## config.mk

```make
export PLATFORM = sky130hd
export DESIGN_NAME = sync_tx_sched_flat
export DESIGN_NICKNAME = d
export VERILOG_FILES = /design/src/rtl/sync_sched_pkg.sv /design/src/rtl/sync_tx_sched_if.sv /design/src/rtl/rr_arbiter.sv /design/src/rtl/sync_tx_sched.sv /design/src/flat_wrapper.sv
export SDC_FILE = /design/constraint.sdc
export NUM_CORES = 1
export LEC_CHECK = 0
export ABC_AREA = 1
export CORE_ASPECT_RATIO = 1.5
export CORE_MARGIN = 4
export CORE_UTILIZATION = 25
export DETAILED_ROUTE_END_ITERATION = 7
export GPL_ROUTABILITY_DRIVEN = 0
export PLACE_DENSITY = 0.59
export SYNTH_ARGS = -nofsm -noshare
export SYNTH_HDL_FRONTEND = slang
export SYNTH_SLANG_ARGS = --single-unit
export TNS_END_PERCENT = 10
```

## constraint.sdc

```tcl
create_clock -name clk_tx -period 2.19 [get_ports clk_tx]
set_clock_uncertainty 0.1 [all_clocks]
set_input_delay 0.5475 -clock clk_tx [delete_from_list [all_inputs] [get_ports clk_tx]]
set_output_delay 0.5475 -clock clk_tx [all_outputs]
set_load 0.03 [all_outputs]
```

## src/rtl/sync_sched_pkg.sv

```systemverilog
// Shared types and width helpers for the sync_tx_sched transmit scheduler.
package sync_sched_pkg;

  typedef enum logic [1:0] {
    StIdle,
    StWaitAck,
    StSettle
  } state_e;

  // Width of a requester index: max(1, clog2(n)).
  function automatic int unsigned calc_idw(input int unsigned n);
    return (n <= 2) ? 1 : $clog2(n);
  endfunction

  // Width of a counter that must hold values 0..n-1 (at least 1 bit).
  function automatic int unsigned cnt_w(input int unsigned n);
    return (n <= 2) ? 1 : $clog2(n);
  endfunction

endpackage

```

## src/rtl/sync_tx_sched_if.sv

```systemverilog
// Requester and synchronizer-side signals of the transmit scheduler.
interface sync_tx_sched_if #(
  parameter int unsigned N_REQ  = 4,
  parameter int unsigned DATA_W = 8
);
  import sync_sched_pkg::*;

  localparam int unsigned IDW = calc_idw(N_REQ);

  logic [N_REQ-1:0]        req;
  logic [N_REQ*DATA_W-1:0] req_data;
  logic [N_REQ-1:0]        grant;
  logic [DATA_W-1:0]       tx_data;
  logic [IDW-1:0]          tx_id;
  logic                    sync_din;
  logic                    sync_ack;
  logic                    busy;
  logic                    err_timeout;
  logic                    err_clr;

  // Requester / environment side.
  modport master (
    output req, req_data, sync_ack, err_clr,
    input  grant, tx_data, tx_id, sync_din, busy, err_timeout
  );

  // Scheduler side.
  modport slave (
    input  req, req_data, sync_ack, err_clr,
    output grant, tx_data, tx_id, sync_din, busy, err_timeout
  );

endinterface

```

## src/rtl/rr_arbiter.sv

```systemverilog
// Combinational round-robin pick: first set request at or after ptr, wrapping.
module rr_arbiter
  import sync_sched_pkg::*;
#(
  parameter int unsigned N_REQ = 4,
  localparam int unsigned IDW  = calc_idw(N_REQ)
) (
  input  logic [N_REQ-1:0] req,
  input  logic [IDW-1:0]   ptr,
  input  logic             enable,
  output logic [N_REQ-1:0] sel,
  output logic [IDW-1:0]   idx,
  output logic             valid
);

  logic           hi_found;
  logic           lo_found;
  logic [IDW-1:0] hi_idx;
  logic [IDW-1:0] lo_idx;

  // Lowest set index at/above ptr wins; otherwise wrap to the lowest set index.
  always_comb begin
    hi_found = 1'b0;
    lo_found = 1'b0;
    hi_idx   = '0;
    lo_idx   = '0;
    for (int i = int'(N_REQ) - 1; i >= 0; i--) begin
      if (req[i]) begin
        lo_found = 1'b1;
        lo_idx   = IDW'(i);
        if (IDW'(i) >= ptr) begin
          hi_found = 1'b1;
          hi_idx   = IDW'(i);
        end
      end
    end
    valid = enable & lo_found;
    idx   = hi_found ? hi_idx : lo_idx;
    sel   = '0;
    if (valid) sel[idx] = 1'b1;
  end

endmodule

```

## src/rtl/sync_tx_sched.sv

```systemverilog
// Transmit-side scheduler: round-robin accept, toggle handshake, ack timeout, idle gap.
module sync_tx_sched
  import sync_sched_pkg::*;
#(
  parameter int unsigned N_REQ   = 4,
  parameter int unsigned DATA_W  = 8,
  parameter int unsigned TIMEOUT = 64,
  parameter int unsigned GAP     = 2
) (
  input logic            clk_tx,
  input logic            rst,
  sync_tx_sched_if.slave bus
);

  localparam int unsigned IDW = calc_idw(N_REQ);
  localparam int unsigned TW  = cnt_w(TIMEOUT);
  localparam int unsigned GW  = cnt_w(GAP + 1);

  state_e            state_q, state_d;
  logic [IDW-1:0]    ptr_q, ptr_d;
  logic [TW-1:0]     tcnt_q, tcnt_d;
  logic [GW-1:0]     gcnt_q, gcnt_d;
  logic [N_REQ-1:0]  grant_q, grant_d;
  logic [DATA_W-1:0] data_q, data_d;
  logic [IDW-1:0]    id_q, id_d;
  logic              din_q, din_d;
  logic              busy_q, busy_d;
  logic              err_q, err_d;

  logic [N_REQ-1:0]  arb_sel;
  logic [IDW-1:0]    arb_idx;
  logic              arb_valid;
  logic              arb_en;

  assign arb_en = (state_q == StIdle);

  rr_arbiter #(
    .N_REQ (N_REQ)
  ) u_arb (
    .req    (bus.req),
    .ptr    (ptr_q),
    .enable (arb_en),
    .sel    (arb_sel),
    .idx    (arb_idx),
    .valid  (arb_valid)
  );

  // Next-state and output sequencing.
  always_comb begin
    state_d = state_q;
    ptr_d   = ptr_q;
    tcnt_d  = tcnt_q;
    gcnt_d  = gcnt_q;
    grant_d = '0;
    data_d  = data_q;
    id_d    = id_q;
    din_d   = din_q;
    busy_d  = busy_q;
    err_d   = err_q;

    // Clear first so a timeout in the same cycle wins.
    if (bus.err_clr) err_d = 1'b0;

    unique case (state_q)
      StIdle: begin
        if (arb_valid) begin
          grant_d = arb_sel;
          id_d    = arb_idx;
          din_d   = ~din_q;
          busy_d  = 1'b1;
          tcnt_d  = '0;
          state_d = StWaitAck;
          ptr_d   = (arb_idx == IDW'(N_REQ - 1)) ? '0 : arb_idx + 1'b1;
          for (int i = 0; i < int'(N_REQ); i++) begin
            if (arb_sel[i]) data_d = bus.req_data[i*DATA_W +: DATA_W];
          end
        end
      end
      StWaitAck: begin
        if (bus.sync_ack == din_q) begin
          state_d = StSettle;
          gcnt_d  = '0;
        end else if (tcnt_q == TW'(TIMEOUT - 1)) begin
          // Re-align phase with the ack so a late ack is not taken as the next one.
          err_d   = 1'b1;
          din_d   = bus.sync_ack;
          state_d = StSettle;
          gcnt_d  = '0;
        end else begin
          tcnt_d = tcnt_q + 1'b1;
        end
      end
      StSettle: begin
        if (gcnt_q == GW'(GAP)) begin
          state_d = StIdle;
          busy_d  = 1'b0;
        end else begin
          gcnt_d = gcnt_q + 1'b1;
        end
      end
      default: state_d = StIdle;
    endcase
  end

  // State and output registers with synchronous reset.
  always_ff @(posedge clk_tx) begin
    if (rst) begin
      state_q <= StIdle;
      ptr_q   <= '0;
      tcnt_q  <= '0;
      gcnt_q  <= '0;
      grant_q <= '0;
      data_q  <= '0;
      id_q    <= '0;
      din_q   <= 1'b0;
      busy_q  <= 1'b0;
      err_q   <= 1'b0;
    end else begin
      state_q <= state_d;
      ptr_q   <= ptr_d;
      tcnt_q  <= tcnt_d;
      gcnt_q  <= gcnt_d;
      grant_q <= grant_d;
      data_q  <= data_d;
      id_q    <= id_d;
      din_q   <= din_d;
      busy_q  <= busy_d;
      err_q   <= err_d;
    end
  end

  assign bus.grant       = grant_q;
  assign bus.tx_data     = data_q;
  assign bus.tx_id       = id_q;
  assign bus.sync_din    = din_q;
  assign bus.busy        = busy_q;
  assign bus.err_timeout = err_q;

endmodule

```

## src/flat_wrapper.sv

```systemverilog
// flat-port wrapper written by rule: the top's interface ports become plain ports
module sync_tx_sched_flat import sync_sched_pkg::*;
#(
  parameter int unsigned N_REQ   = 4,
  parameter int unsigned DATA_W  = 8,
  parameter int unsigned TIMEOUT = 64,
  parameter int unsigned GAP     = 2
)
  (clk_tx, rst, bus_req, bus_req_data, bus_sync_ack, bus_err_clr, bus_grant, bus_tx_data, bus_tx_id, bus_sync_din, bus_busy, bus_err_timeout);
  sync_tx_sched_if #(.N_REQ(N_REQ), .DATA_W(DATA_W)) bus_i ();
  input logic clk_tx;
  input logic rst;
  input wire logic [$bits(bus_i.req)-1:0] bus_req;
  input wire logic [$bits(bus_i.req_data)-1:0] bus_req_data;
  input wire logic [$bits(bus_i.sync_ack)-1:0] bus_sync_ack;
  input wire logic [$bits(bus_i.err_clr)-1:0] bus_err_clr;
  output wire logic [$bits(bus_i.grant)-1:0] bus_grant;
  output wire logic [$bits(bus_i.tx_data)-1:0] bus_tx_data;
  output wire logic [$bits(bus_i.tx_id)-1:0] bus_tx_id;
  output wire logic [$bits(bus_i.sync_din)-1:0] bus_sync_din;
  output wire logic [$bits(bus_i.busy)-1:0] bus_busy;
  output wire logic [$bits(bus_i.err_timeout)-1:0] bus_err_timeout;
  assign bus_i.req = bus_req;
  assign bus_i.req_data = bus_req_data;
  assign bus_i.sync_ack = bus_sync_ack;
  assign bus_i.err_clr = bus_err_clr;
  assign bus_grant = bus_i.grant;
  assign bus_tx_data = bus_i.tx_data;
  assign bus_tx_id = bus_i.tx_id;
  assign bus_sync_din = bus_i.sync_din;
  assign bus_busy = bus_i.busy;
  assign bus_err_timeout = bus_i.err_timeout;
  sync_tx_sched #(.N_REQ(N_REQ), .DATA_W(DATA_W), .TIMEOUT(TIMEOUT), .GAP(GAP)) u_core (.clk_tx(clk_tx), .rst(rst), .bus(bus_i));
endmodule
```

Word level (Yosys, flattened, before mapping)
Cells that the tools add are included.

word-level totals
  register bits = 29
  input port bits = 40
  output and inout port bits = 17

cells by class
  add/subtract/negate cells = 3
  magnitude comparators = 6
  equality and inequality tests = 13
  mux-type cells = 57
  bitwise gates (word level) = 4
  reductions and logical operators = 14

operators with widths
  kind                 number
  $mux 2               21
  $mux 8               4
  $mux 1               22
  $mux 6               3
  $pmux 6 s2           1
  $reduce_and 3->1     4
  $reduce_and 4->1     2
  $add 6x1->6 const B  1
  $eq 2x2->1 const B   3
  $eq 6x6->1 const B   1
  $ne 2x1->1 const B   3
  $ne 2x2->1 const B   3
  $pmux 2 s3           1
  $reduce_bool 2->1    3
  $add 2x1->2 const B  2
  $ge 1x2->1 const A   2
  $ge 2x2->1 const A   2
  $mux 4               1
  $pmux 1 s2           2
  $pmux 2 s2           1
  $reduce_bool 4->1    1
  $lt 2x3->1 const B   1
  $ne 3x1->1 const B   1
  $not 1->1            3
  other kinds (9)      9

Depth between registers and ports, before layout
Gate-level depths: netlist of run 1.

  depth after elaboration = 19
  gate-level depth with buffers = 16
  depth with buffers taken out = 14

Cells and area by module
Synthesis of run 1 repeated with hierarchy kept, for this count alone.

unflattened totals
  cell total of the unflattened synthesis = 256
  area, all modules = 1702.9 um2

by module, submodules not included
  module         times used  cells each  area each (um2)  sequential area each (um2)
  sync_tx_sched  1           225         1565.3           580.6
  rr_arbiter     1           31          137.6            0.0

Worst setup path before layout of run 1
OpenSTA, ideal clock, no wires.

  kind = input to register
  start = input bus_req[0]
  end = register u_core.data_q[5] (netlist: u_core.bus.tx_data[5])
  library setup time = 0.132 ns
  arrival time = 2.020 ns
  setup slack = -0.062 ns
  stages = 15
  buffers on the path = 2
  cells stage by stage = inv_1 -> nor3_1 -> a21oi_1 -> nand3_1 -> nand3_1 -> inv_1 -> ha_1 -> buf_2 -> nor2_1 -> nand2_1 -> nand2_4 -> buf_2 -> nor2_1 -> nand2_1 -> a21oi_2

between the ends
  longest elaborated chain between the ends = 10

ends and longest elaborated chain
  what                                                            line                  source
  start: declaration                                              flat_wrapper.sv:13    input wire logic [$bits(bus_i.req)-1:0] bus_req;
  $mux 2 or $mux 1 (tied branches)                                rr_arbiter.sv:28      if (req[i]) begin
  $mux 2 (*)                                                      rr_arbiter.sv:38      idx = hi_found ? hi_idx : lo_idx;
  via u_core.arb_idx[0]                                           sync_tx_sched.sv:31   logic [IDW-1:0] arb_idx;
  $lt 2x3->1 (not written as such) or $ge 2x1->1 (tied branches)  rr_arbiter.sv:40      if (valid) sel[idx] = 1'b1;
  $logic_and 1x1->1 (not written as such)                         rr_arbiter.sv:40
  $mux 1 (not written as such)                                    rr_arbiter.sv:40
  $demux 1 s2 (*)                                                 rr_arbiter.sv:40
  $mux 4 (*)                                                      rr_arbiter.sv:40
  $mux 8 (3 in series)                                            sync_tx_sched.sv:75   if (arb_sel[i]) data_d = bus.req_data[i*DATA_W +: DATA_W];
  end signal: assignment                                          sync_tx_sched.sv:124  data_q <= data_d;
  end: declaration                                                sync_tx_sched.sv:24   logic [DATA_W-1:0] data_q, data_d;

The timed path passes the listed nets; every way through them passes the cells marked *.
A chain may end at the register's enable or synchronous reset.

Worst setup path after layout of run 1
  start = input bus_req[0]
  end = register u_core.data_q[7] (netlist: u_core.bus.tx_data[7])

between the ends
  longest elaborated chain between the ends = 10

ends and longest elaborated chain
  what                                                            line
  $mux 2 or $mux 1 (tied branches)                                rr_arbiter.sv:28
  $mux 2                                                          rr_arbiter.sv:38
  $lt 2x3->1 (not written as such) or $ge 2x1->1 (tied branches)  rr_arbiter.sv:40
  $logic_and 1x1->1 (not written as such)                         rr_arbiter.sv:40
  $mux 1 (not written as such)                                    rr_arbiter.sv:40
  $demux 1 s2                                                     rr_arbiter.sv:40
  $mux 4                                                          rr_arbiter.sv:40
  $mux 8 (3 in series)                                            sync_tx_sched.sv:75

Parallel ways exist; a longest one is shown, timed or not.

==> flow_summary.json, run 1 <==
{
  "status": "complete, no violations",
  "power_density_mw_per_mm2": 860,
  "cts_tree": "built",
  "p_total_w": 0.00243,
  "yosys_warnings": 0,
  "antenna_found_initial": 0,
  "crit_chain": "clkdlybuf4s15_1 -> inv_1 -> nor3_2 -> a21oi_2 -> nand3_1 -> nand3_2 -> buf_4 -> ha_4 -> buf_6 -> nand4_1 -> nand2_1 -> inv_1 -> nand2_1 -> nand2_1 -> a21oi_2",
  "synth.ff_latch_count": 29,
  "final-instance-count-excl-fill": 463,
  "core_area_mm2": 0.00723,
  "worst_setup_path_start_kind": "primary input",
  "hold_buffers": 0,
  "cts_root_buffer": "clkbuf_8",
  "diodes": 0,
  "avgSynthCellArea_um2": 6.47,
  "crit_buf_inv": 5,
  "grt_usage": 0.124,
  "yosysMostFrequentCell": "nand2_1",
  "start_util": 0.256,
  "drc": 0,
  "hold_ws_ns": 0.364,
  "timing.final.ws_setup_ns": 0.152,
  "die-area_mm2": 0.00887,
  "rows": 38,
  "setup_violations": 0,
  "netlist_area_mm2": 0.00185,
  "grt_pass1_wl_mm": 8.82,
  "crit_required_ns": 2.25,
  "grt_pass1_vias": 2018,
  "area_delta_synth_final_pct": 52.9,
  "cp_common_cell": "nand2_1",
  "synth_common_cells": "nand2_1, inv_1, nor2_1",
  "h-tree-depth": 2,
  "netlist-cell-type-count": 27,
  "post-route-min-period_ns": 2.04,
  "cts_buffer_depth": 2,
  "synth_edf_count": 0,
  "antenna_left": 0,
  "max_cap_violations": 0,
  "cp.arrival_ns": 2.10,
  "dr_total_vias": 2006,
  "maxSlewHeadroom": 0.601,
  "overflow": 0,
  "yosys.area.top_type_share": 0.314,
  "final_nets": 408,
  "die_x_um": 78.2,
  "grt_max_degree": 22,
  "cp-end-kind": "flop",
  "wirelength_mm": 5.21,
  "post-route-period-util": 0.931,
  "synthTopCellsByArea": "dfxtp_1, nand2_1, inv_1",
  "use_met3": 0.0276,
  "hp-class": "flop to flop",
  "worst_pin_slew_ns": 0.597,
  "pre_cts_ws_ns": -0.512,
  "avgViaCountPerCell": 4.33,
  "leakagePower_nw": 1.26,
  "use_met1": 0.118,
  "hpwl_mm": 4.07,
  "critPathMaxStageDelay_ns": 0.19,
  "routedWlPerCell_um": 11.3,
  "grt_use_met2": 0.246,
  "synthArstFlopShare": 0,
  "port_buffers": 56,
  "io_pins": 57,
  "slew_violations": 0,
  "finalHoldViolCount": 0,
  "ys_seq_area_frac": 0.314,
  "drt_iter0_drc": 65,
  "die_h_um": 113,
  "clock-sinks": 29,
  "fmax_mhz": 491,
  "synth_nets": 332,
  "grt_busiest_layer": "met2",
  "setup.worst_path.class": "primary input to flop",
  "dp.cells": 449,
  "synth_flop_cell": "dfxtp_1",
  "drt_pass1_iterations": 4,
  "cp_slowest_cell": "clkdlybuf4s15_1",
  "cts_made_buffers": 5,
  "cp_top_family": "simple AND/OR/NAND/NOR gates",
  "synth_top_cell_by_area": "dfxtp_1",
  "final_layout_size_suffix_gt1_frac": 0.185,
  "crit_fanout": 8,
  "worstSkewPairLatency_ns": 0.27,
  "synthCells": 286,
  "ir_drop_uv": 409,
  "clk_pin_slew_ns": 0.07
}
-- report_power, final --
group / internal, W / leakage, nW / switching, W
logic: 0.000546 / 0.980 / 0.000752
clock network: 0.000219 / 0.0439 / 0.000207
registers: 0.000633 / 0.238 / 0.0000773
total: 0.00140 / 1.26 / 0.00104
-- logic make-up (layout without fill, tap and decap cells) --
| group | after synthesis | count (layout) | synth area share |
|---|---|---|---|
| xor gates and xnor gates | 1 | 1 | 0.00473 |
| DFF | 29 | 29 | 0.314 |
| adders and majority gates | 6 | 6 | 0.0406 |
| buffers and inverters | 59 | 134 | 0.135 |
| and+or+nand+nor | 157 | 159 | 0.396 |
| AOI/OAI and AO/OA | 34 | 34 | 0.110 |
-- layer usage --
layer  vias to the layer above  wire [um]
met5                         -          0
met4                         0        103
met3                        10        252
met2                        56       2990
met1                       879       1870
li1                       1061          -
-- through the flow --
step	instance area, um^2	TNS, ns	utilization
finish	2830	0	0.392
global route	2830	-0.00296	0.392
CTS	2800	0	0.388
floorplan	1860	0	-
detailed placement	2600	-5.59	0.360
global placement	2600	-5.30	0.360
-- worst paths after layout --
check / to / from / cells after the start / slack (ns)
max: u_core.bus.tx_data[7] / bus_req[0] / 15 / 0.15
min: u_core.bus.err_timeout / u_core.bus.err_timeout / 2 / 0.36
max reg2reg: u_core.bus.tx_data[7] / u_core.ptr_q[1] / 13 / 0.28
min reg2reg: u_core.bus.err_timeout / u_core.bus.err_timeout / 2 / 0.36
-- placed cells by master, fill, tap and decap left out, drive strengths merged, types with 2 or more instances in the layout --
cell type	n
nand2	68
clkdlybuf4s50	52
inv	50
nor2	49
dfxtp	29
nand3	22
buf	20
a21oi	20
nand4	18
o21ai	13
ha	6
clkbuf	5
dlygate4sd2	3
nor3	2
clkinv	2
-- state kept, by name (all words and copies together), names as in the netlist --
| name | count |
|---|---|
| u_core.bus.busy | 1 |
| u_core.bus.err_timeout | 1 |
| u_core.bus.grant | 4 |
| u_core.bus.sync_din | 1 |
| u_core.bus.tx_data | 8 |
| u_core.bus.tx_id | 2 |
| u_core.gcnt_q | 2 |
| u_core.ptr_q | 2 |
| u_core.state_q | 2 |
| u_core.tcnt_q | 6 |
-- worst min-delay path, stage by stage, from the launching register on --
cell and delay, ns:
dfxtp_1 0.31, nand2_1 0.06, a21oi_1 0.05
-- layout make-up --
class	instances	area, um^2
well taps	100	125
clock inverters	3	17.5
fillers	784	4400
repair buffers	76	718
multi-input cells	200	1130
clock buffers	5	68.8
flip-flops and latches	29	581
inverters	50	193
-- timing repair --
item / 4_1_cts / 5_1_grt
gates resized for setup: 23 / 5
buffers inserted: 3 / 1
cloned: 2 / 0
pin swaps: 13 / 7
setup endpoints to repair: 9 / 8
No activity file was read; power rests on OpenSTA's default activity.
==> run 2, diff against run 1 <==
CORE_MARGIN = 2   (was 4)
==> run 2 against run 1 <==
Compared with the run above:
- count of clock-buffer cells in the layout is 2 higher
- via count is 0.50% higher
- sequential share of layout area down 0.24 points
- die area down 8.5%
- maximum frequency rose by 0.48%
- utilization rose by 0.47 points
- register-to-register slack got worse by 0.02 ns
- global-route usage up 0.69 points
- clock power up 35%
- design area increased by 1.2%
- largest power group unchanged
==> flow_summary.json, run 2 (synthesis gave the netlist of run 1 again) <==
{
  "dr_total_vias": 2016,
  "worstSkewPairLatency_ns": 0.28,
  "hold_path_startpoint": "u_core.bus.err_timeout",
  "placed_cell_area_mm2": 0.00263,
  "cp.arrival_ns": 1.38,
  "leakagePower_nw": 1.28,
  "whs_endpoint": "u_core.bus.err_timeout",
  "diodes": 0,
  "post-route-period-util": 0.926,
  "grt_pass1_wl_mm": 8.25,
  "avgViaCountPerCell": 4.34,
  "cts_made_buffers": 5,
  "r2r_slack_ns": 0.26,
  "hp-class": "flop to flop",
  "h-tree-depth": 2,
  "die_h_um": 109,
  "layout_common_cells": "nand2_1, clkdlybuf4s50_1, inv_1, nor2_1, dfxtp_1",
  "cts_buffer_depth": 2,
  "status": "complete, no violations",
  "routedWlPerCell_um": 10.7,
  "multi_input_area_mm2": 0.00112,
  "worst_pin_slew_ns": 0.377,
  "finalHoldViolCount": 0,
  "antenna_left": 0,
  "die_x_um": 74.2,
  "worst_r2r_path_depth": 12,
  "grt_max_degree": 20,
  "cp-end-kind": "output pin",
  "post-route-min-period_ns": 2.03,
  "hold_ws_ns": 0.369,
  "die-area_mm2": 0.00812,
  "hold_depth": 2,
  "timing.final.ws_setup_ns": 0.162,
  "critPathMaxStageDelay_ns": 0.70,
  "fin_tns_setup_ns": 0,
  "crit_chain": "clkdlybuf4s50_1",
  "setup_violations": 0,
  "setup.worst_path.class": "flop to output pin",
  "antenna_found_initial": 0,
  "grt_usage": 0.130,
  "fillCellCount": 774,
  "overflow": 0,
  "crit_buf_inv": 1,
  "cts_tree": "built",
  "drt_pass1_iterations": 5,
  "final_area_mm2": 0.00286,
  "p_total_w": 0.00258,
  "power_density_mw_per_mm2": 901,
  "grt_pass1_vias": 1937,
  "maxSlewHeadroom": 0.748,
  "start_util": 0.256,
  "area_delta_synth_final_pct": 54.8,
  "max_cap_violations": 0,
  "rows": 38,
  "crit_fanout": 5,
  "port_buffers": 56,
  "cp_top_family": "buffers and inverters",
  "wirelength_mm": 4.99,
  "crit_required_ns": 1.54,
  "clk_pin_slew_ns": 0.07,
  "drc": 0,
  "drt_iter0_drc": 49,
  "r2r-start": "u_core.ptr_q[1]",
  "regArea_um2": 581,
  "hpwl_mm": 3.89,
  "cp_slowest_cell": "clkdlybuf4s50_1",
  "pre_cts_ws_ns": -0.487,
  "worst_setup_path_start_kind": "flop",
  "r2r_end": "u_core.bus.tx_data[6]",
  "final_layout_size_suffix_gt1_frac": 0.192,
  "largest_reg_flops": 8,
  "fmax_mhz": 493,
  "io_pins": 57,
  "final_nets": 410,
  "layout_commonest_cell": "nand2_1",
  "slew_violations": 0,
  "cts_root_buffer": "clkbuf_8",
  "ir_drop_uv": 357,
  "clock-sinks": 29,
  "core_area_mm2": 0.00723
}
==> run 2: what timing repair did <==
item,in CTS,in global routing
pin swaps,5,5
setup buffers,2,2
resized for setup,22,6
cloned,1,0
setup endpoints to repair,10,8
hold buffers,0,0
==> run 2: layer usage <==
metal | vias to the layer above | track usage | routed length [um]
met5 | - | 0 | 0
met4 | 0 | 0.0587 | 136
met3 | 17 | 0.0257 | 273
met2 | 72 | 0.246 | 2580
met1 | 865 | 0.135 | 2000
li1 | 1062 | - | -
==> run 2: metrics by stage <==
stage | instances | utilization
floorplan | 286 | -
global placement | 452 | 0.363
detailed placement | 452 | 0.363
CTS | 463 | 0.392
global route | 465 | 0.396
finish | 465 | 0.396
==> run 2: final cells by class <==
type,instances,share of cell area
Clock inverter,1,0.0105
Timing Repair Buffer,79,0.256
Tap cell,100,0.0437
Clock buffer,7,0.0301
Multi-Input combinational cell,199,0.390
Inverter,50,0.0673
Sequential cell,29,0.203
==> run 2: how the worst max path moves through the flow <==
| stage | endpoint | from | slack (ns) | cells after the start |
|---|---|---|---|---|
| detailed placement | u_core.bus.tx_data[4] | bus_req[0] | -0.49 | 14 |
| global placement | u_core.bus.tx_data[5] | bus_req[2] | -0.47 | 13 |
| CTS | u_core.bus.tx_data[6] | bus_req[0] | 0.08 | 14 |
| finish | bus_sync_din | u_core.bus.sync_din | 0.16 | 1 |
| floorplan | u_core.bus.tx_data[5] | bus_req[0] | 0.02 | 15 |
| global route | u_core.bus.tx_data[2] | bus_req[0] | -0.0002 | 14 |
==> run 2: power by group <==
part           internal, W  switching (W)  total, W
Sequential        0.000633      0.0000766  0.000710
Combinational     0.000554       0.000742   0.00130
Clock             0.000371       0.000204  0.000574
==> run 3, diff against run 2 <==
CAP_MARGIN = 5   (was not set)
==> results of run 3 <==
No change in the layout: final DEF, timing and power equal those of run 2.
